==> src/rtl/dmem_mmio_pkg.sv <==
// Shared definitions for the data-memory / MMIO controller:
// FSM state encoding, MMIO register addresses and STATUS bit positions.
package dmem_mmio_pkg;

    typedef enum logic [1:0] {
        IDLE     = 2'd0,
        RD_WAIT  = 2'd1,
        TX_STALL = 2'd2
    } state_t;

    localparam logic [31:0] MMIO_TX_ADDR     = 32'h8000_0000;
    localparam logic [31:0] MMIO_STATUS_ADDR = 32'h8000_0004;
    localparam logic [31:0] MMIO_RX_ADDR     = 32'h8000_0008;

    localparam int unsigned STAT_TX_FULL    = 0;
    localparam int unsigned STAT_TX_EMPTY   = 1;
    localparam int unsigned STAT_RX_VALID   = 2;
    localparam int unsigned STAT_RX_OVERRUN = 3;

endpackage

==> src/rtl/dmem_mmio_ctrl_fifo.sv <==
// byte_fifo: power-of-two deep byte FIFO feeding the UART transmitter.
// Push is refused when full, pop is refused when empty; full/empty come
// from the registered occupancy count.
module byte_fifo
    import dmem_mmio_pkg::*;
#(
    parameter int unsigned DEPTH = 8
) (
    input  logic                       clk,
    input  logic                       Rst,
    input  logic                       push,
    input  logic                       pop,
    input  logic [7:0]                 din,
    output logic [7:0]                 dout,
    output logic                       full,
    output logic                       empty,
    output logic [$clog2(DEPTH):0]     count
);

    localparam int unsigned AW = $clog2(DEPTH);
    localparam int unsigned CW = AW + 1;

    logic [7:0]    mem [DEPTH];
    logic [AW-1:0] wr_ptr;
    logic [AW-1:0] rd_ptr;
    logic          push_ok;
    logic          pop_ok;

    assign full    = (count == CW'(DEPTH));
    assign empty   = (count == '0);
    assign push_ok = push && !full;
    assign pop_ok  = pop && !empty;
    assign dout    = mem[rd_ptr];

    // Pointer and occupancy update; pointers wrap naturally at DEPTH.
    always_ff @(posedge clk) begin
        if (Rst) begin
            wr_ptr <= '0;
            rd_ptr <= '0;
            count  <= '0;
        end else begin
            if (push_ok) wr_ptr <= wr_ptr + 1'b1;
            if (pop_ok)  rd_ptr <= rd_ptr + 1'b1;
            case ({push_ok, pop_ok})
                2'b10:   count <= count + 1'b1;
                2'b01:   count <= count - 1'b1;
                default: count <= count;
            endcase
        end
    end

    // Storage write; contents need no reset since count gates visibility.
    always_ff @(posedge clk) begin
        if (push_ok) mem[wr_ptr] <= din;
    end

endmodule

==> src/rtl/dmem_mmio_ctrl.sv <==
// dmem_mmio_ctrl: routes core loads/stores to a 1-cycle-latency data RAM
// or to memory-mapped UART registers (TX FIFO, STATUS, optional RX).
// Optional feature macro: MMIO_RX_EN (adds rx ports and RX data register).
module dmem_mmio_ctrl
    import dmem_mmio_pkg::*;
#(
    parameter int unsigned FIFO_DEPTH = 8,
    parameter int unsigned RAM_AW     = 12
) (
    input  logic              clk,
    input  logic              Rst,
    input  logic [3:0]        mem_en,
    input  logic [31:0]       mem_addr,
    input  logic [31:0]       mem_din,
    input  logic              mem_wea,
    input  logic              mem_rea,
    output logic [31:0]       mem_dout,
    output logic              mem_hold,
    output logic              ram_en,
    output logic [3:0]        ram_we,
    output logic [RAM_AW-1:0] ram_addr,
    output logic [31:0]       ram_din,
    input  logic [31:0]       ram_dout,
`ifdef MMIO_RX_EN
    input  logic [7:0]        rx_data,
    input  logic              rx_valid,
`endif
    output logic [7:0]        tx_data,
    output logic              tx_valid,
    input  logic              tx_ready
);

    localparam int unsigned CW = $clog2(FIFO_DEPTH) + 1;

    state_t        state;
    state_t        state_nx;
    logic          is_ram;
    logic          is_tx;
    logic          is_stat;
    logic          is_rx;
    logic          tx_write;
    logic          tx_push;
    logic          tx_pop;
    logic          tx_full;
    logic          tx_full_q;
    logic          tx_empty;
    logic [CW-1:0] tx_count;
    logic [31:0]   status;
    logic          stat_rd;
`ifdef MMIO_RX_EN
    logic [7:0]    rx_reg;
    logic          rx_flag;
    logic          rx_ovr;
    logic          rx_rd;
`endif

    assign is_ram   = !mem_addr[31];
    assign is_tx    = (mem_addr == MMIO_TX_ADDR);
    assign is_stat  = (mem_addr == MMIO_STATUS_ADDR);
    assign is_rx    = (mem_addr == MMIO_RX_ADDR);
    assign tx_write = mem_wea && is_tx && mem_en[0];
    assign ram_addr = mem_addr[RAM_AW+1:2];
    assign ram_din  = mem_din;
    // Stall decisions use the registered occupancy, so a pop in the same
    // cycle does not unblock a push until the next cycle.
    assign tx_full_q = (tx_count == CW'(FIFO_DEPTH));
    assign tx_valid  = !tx_empty && !Rst;
    assign tx_pop    = tx_valid && tx_ready;

    byte_fifo #(
        .DEPTH (FIFO_DEPTH)
    ) u_tx_fifo (
        .clk   (clk),
        .Rst   (Rst),
        .push  (tx_push),
        .pop   (tx_pop),
        .din   (mem_din[7:0]),
        .dout  (tx_data),
        .full  (tx_full),
        .empty (tx_empty),
        .count (tx_count)
    );

    // STATUS register image.
    always_comb begin
        status = '0;
        status[STAT_TX_FULL]  = tx_full;
        status[STAT_TX_EMPTY] = tx_empty;
`ifdef MMIO_RX_EN
        status[STAT_RX_VALID]   = rx_flag;
        status[STAT_RX_OVERRUN] = rx_ovr;
`endif
    end

    // FSM state register.
    always_ff @(posedge clk) begin
        if (Rst) state <= IDLE;
        else     state <= state_nx;
    end

    // FSM next-state logic.
    always_comb begin
        state_nx = state;
        case (state)
            IDLE: begin
                if (is_ram && mem_rea && !mem_wea) state_nx = RD_WAIT;
                else if (tx_write && tx_full_q)    state_nx = TX_STALL;
            end
            RD_WAIT:  state_nx = IDLE;
            TX_STALL: if (!tx_full_q) state_nx = IDLE;
            default:  state_nx = IDLE;
        endcase
    end

    // FSM outputs: RAM strobes, core hold/data, FIFO push, read side effects.
    always_comb begin
        mem_hold = 1'b0;
        mem_dout = '0;
        ram_en   = 1'b0;
        ram_we   = '0;
        tx_push  = 1'b0;
        stat_rd  = 1'b0;
`ifdef MMIO_RX_EN
        rx_rd    = 1'b0;
`endif
        case (state)
            IDLE: begin
                if (is_ram) begin
                    if (mem_wea) begin
                        ram_en = 1'b1;
                        ram_we = mem_en;
                    end else if (mem_rea) begin
                        ram_en   = 1'b1;
                        mem_hold = 1'b1;
                    end
                end else begin
                    if (tx_write) begin
                        if (tx_full_q) mem_hold = 1'b1;
                        else           tx_push  = 1'b1;
                    end
                    if (mem_rea && !mem_wea) begin
                        if (is_stat) begin
                            mem_dout = status;
                            stat_rd  = 1'b1;
                        end
`ifdef MMIO_RX_EN
                        if (is_rx) begin
                            mem_dout = {24'd0, rx_reg};
                            rx_rd    = 1'b1;
                        end
`else
                        if (is_rx) mem_dout = '0;
`endif
                    end
                end
            end
            RD_WAIT: mem_dout = ram_dout;
            TX_STALL: begin
                if (tx_full_q) mem_hold = 1'b1;
                else           tx_push  = 1'b1;
            end
            default: ;
        endcase
        // Reset overrides everything so an in-flight operation is dropped.
        if (Rst) begin
            mem_hold = 1'b0;
            mem_dout = '0;
            ram_en   = 1'b0;
            ram_we   = '0;
            tx_push  = 1'b0;
            stat_rd  = 1'b0;
`ifdef MMIO_RX_EN
            rx_rd    = 1'b0;
`endif
        end
    end

`ifdef MMIO_RX_EN
    // RX byte capture with valid/overrun flags; a new strobe beats a clear.
    always_ff @(posedge clk) begin
        if (Rst) begin
            rx_reg  <= '0;
            rx_flag <= 1'b0;
            rx_ovr  <= 1'b0;
        end else begin
            if (rx_valid) begin
                rx_reg  <= rx_data;
                rx_flag <= 1'b1;
            end else if (rx_rd) begin
                rx_flag <= 1'b0;
            end
            if (rx_valid && rx_flag) rx_ovr <= 1'b1;
            else if (stat_rd)        rx_ovr <= 1'b0;
        end
    end
`else
    // Without the RX block, STATUS reads have no side effect.
    logic stat_rd_unused;
    assign stat_rd_unused = stat_rd;
`endif

endmodule

==> config.mk <==
export PLATFORM = sky130hd
export DESIGN_NAME = dmem_mmio_ctrl
export DESIGN_NICKNAME = d
export VERILOG_FILES = /design/src/rtl/dmem_mmio_pkg.sv /design/src/rtl/dmem_mmio_ctrl_fifo.sv /design/src/rtl/dmem_mmio_ctrl.sv
export SDC_FILE = /design/constraint.sdc
export NUM_CORES = 1
export LEC_CHECK = 0
export CAP_MARGIN = 10
export CORE_AREA = 5 5 105 107
export DETAILED_ROUTE_END_ITERATION = 10
export DIE_AREA = 0 0 110 112
export GPL_ROUTABILITY_DRIVEN = 0
export PLACE_DENSITY_LB_ADDON = 0.05
export SETUP_SLACK_MARGIN = 0.05
export SYNTH_ARGS = -nofsm -noshare
export SYNTH_HDL_FRONTEND = slang
export SYNTH_SLANG_ARGS = --single-unit
==> constraint.sdc <==
create_clock -name clk -period 3.8 [get_ports clk]
set_clock_uncertainty 0.2 [all_clocks]
set_input_delay 0.38 -clock clk [delete_from_list [all_inputs] [get_ports clk]]
set_output_delay 0.38 -clock clk [all_outputs]
set_load 0.01 [all_outputs]
==> flow_summary.ini <==
[outcome]
outcome = finished clean

[floorplan]
start_util_pct = 38.5
die_area_mm2 = 0.0123
core_area_mm2 = 0.0100
io_pins = 196
dieHeight_um = 112
std_cell_rows = 37
die_x_um = 110

[critical_path]
crit_type = in -> out
arrival_ns = 2.90
worstRegToRegCells = 11
crit_path_max_incr_delay_ns = 0.59
cp.depth = 8
end_kind = primary output
cp_max_fo = 6
crit_path_top_delay_cell = clkdlybuf4s50_1
critPathTopFamily = buffers and inverters
cp.required_ns = 3.22
cp_num_buf_inv = 3
crit_top_cell = clkdlybuf4s50_1
path_cells = clkdlybuf4s50_1, nor4_1, nand4_1, o41ai_4, buf_4, nand2_1, o21bai_1, clkdlybuf4s50_1
start_kind = input pin

[clock_tree]
worst_skew_pair.late_latency_ns = 0.33
cts_hold_buf = 0
cts_setup_buffers = 0
postCtsResizedCells = 0
cts_buffers = 9
htreeDepth = 3
cts.sinks = 79
ctsRootBufferMaster = clkbuf_8
cts_tree = built
cts_max_path_buffers = 2
path_clk_slew_ns = 0.08

[synth]
synth_largest_area_cell = edfxtp_1
ys_top_cells_by_area = edfxtp_1 (50%), mux4_2 (9.3%), buf_4 (8.5%)
synth_cells = 286
yosysSeqAreaShare_pct = 57.5
ys_ff_latch = 79
syn_nets = 396
synthDistinctLibCells = 40
yosys.area.top_type_share_pct = 49.7
netlist_area_mm2 = 0.00386
synth.avg_cell_area_um2 = 13.5
yosys_warnings = 0

[cells_and_area]
antenna_cells = 0
drive_gt1_share_pct = 15.3
nFillCells = 857
fin_nets = 518
syn2layout_area_growth_pct = 43.6

[global_routing]
grtUsageTotal_pct = 16.9
grt_max_degree = 33
grt_pass1_vias = 2795
grt_pass1_wl_mm = 15.3
grt_antenna_before_repair = 0
grt_overflow = 0

[timing]
tightest_slew_ns = 0.818
finalWorstSetupSlack_ns = 0.315
setup_viol = 0
finalCritPeriodShare_pct = 91.7
maxSlewViolCount = 0
max_clock_freq_ghz = 0.287
relSlewSlack_pct = 45.4
rsz0062_at_grt = no
finalCriticalPeriod_ns = 3.48
final_hold_viol_count = 0
fin_setup_tns_ns = 0

[routing]
final_antenna_net_count = 0
dr_wl_met3_um = 923
wirelength_mm = 10.2
via_count = 2618
wl_met2_mm = 5.40
highest_layer = met4
drc_errors = 0
dr.first_iter.drc_count = 68
drt-met1-wl_mm = 3.86
vias_per_cell = 4.77
drt-pass1-iter-count = 4
wl_per_cell_um = 18.6

[power_and_ir_drop]
p_per_area_mw_per_mm2 = 342
max-vdd-ir-drop_mv = 0.149
leakage_nw = 1.92

[place]
port_buffers = 147
hpwl_mm = 8.00
pre_cts_slack_ns = 0.104

[run]
cap_violations = 0

[hold_path]
whs_path_depth = 1
min_path_type = reg -> reg
-- cells by family (layout without fill, tap and decap cells) --
family | Yosys count | count (layout) | share of synthesized area (%)
multiplexers | 27 | 27 | 12.4
AO/OA/AOI/OAI | 15 | 15 | 3.11
XOR/XNOR | 5 | 5 | 1.13
buffers and inverters | 59 | 186 | 10.1
AND/OR/NAND/NOR | 96 | 96 | 14.1
adder cells (fa/ha/maj) | 5 | 5 | 1.62
flip-flops | 79 | 79 | 57.5
-- where the power goes --
group	internal, mW	switching, mW
Sequential	0.932	0.000419
Combinational	0.105	0.0493
Clock	0.505	0.304
Total	1.54	0.354
-- per-stage QoR --
step / power (mW) / util (%) / std cells / instance area (um^2) / hold slack (ns)
floorplan: 1.02 / - / 286 / 3860 / 0.248
global placement: 1.11 / 52.5 / 533 / 5280 / 0.275
detailed placement: 1.11 / 52.5 / 533 / 5280 / 0.289
CTS: 1.92 / 55.2 / 549 / 5550 / 0.305
global route: 1.96 / 55.2 / 549 / 5550 / 0.341
finish: 1.90 / 55.2 / 549 / 5550 / 0.295
-- state kept, by name, summed over array words and instances (netlist names), named ones only --
signal and count:
u_tx_fifo.count 4, u_tx_fifo.mem 64, state 2, u_tx_fifo.wr_ptr 3
u_tx_fifo.rd_ptr 3
-- final cells by class --
type | instances | area [um^2] | share of cell area (%)
tap | 136 | 170 | 3.07
sequential | 79 | 2220 | 40.1
multi-input combinational | 148 | 1260 | 22.6
clock inverter | 7 | 145 | 2.62
clock buffer | 9 | 124 | 2.23
inverter | 4 | 15.0 | 0.271
timing repair buffer | 166 | 1610 | 29.1
-- routing by layer --
metal	vias to the layer above	GRT usage, %
met1	1249	17.7
met2	114	30.0
met5	-	0
li1	1249	-
met3	6	7.88
met4	0	4.82
-- cells in the mapped netlist (all sizes together) --
master   count
nand4b       2
nand4        4
nor2        15
and3         4
and3b        1
or3          1
mux2         8
ha           5
xor2         4
xnor2        1
nand2       13
mux2i        3
dfxtp       15
nor3b        2
and2        30
o31a         1
clkbuf       6
o21ai        3
nor4         9
edfxtp      64
a221oi       1
nor3         4
nor4b        1
nand2b       4
o31ai        1
a21oi        4
o41ai        1
o21bai       1
nand3        2
buf         49
o2bb2ai      1
nor2b        2
a31o         1
or4          1
mux4        16
o21a         1
nand3b       1
inv          4
-- layout by cell type (no fill, tap or decap), types with 5 or more instances in the layout --
| master | instances |
|---|---|
| clkdlybuf4s50_1 | 147 |
| edfxtp_1 | 64 |
| and2_1 | 30 |
| buf_4 | 19 |
| mux4_2 | 16 |
| nor2_1 | 15 |
| dfxtp_1 | 15 |
| nand2_1 | 13 |
| nor4_1 | 9 |
| clkbuf_8 | 9 |
| mux2_2 | 8 |
| ha_1 | 5 |
-- final timing paths --
check / start / end / slack (ns)
max: mem_addr[3] / mem_hold / 0.32
min: u_tx_fifo.wr_ptr[0]$_SDFFE_PP0P_ / u_tx_fifo.wr_ptr[0]$_SDFFE_PP0P_ / 0.30
max reg2reg: u_tx_fifo.count[1]$_SDFFE_PP0P_ / u_tx_fifo.count[2]$_SDFFE_PP0P_ / 1.12
min reg2reg: u_tx_fifo.wr_ptr[0]$_SDFFE_PP0P_ / u_tx_fifo.wr_ptr[0]$_SDFFE_PP0P_ / 0.30
Power figures use the tool's default switching activity.
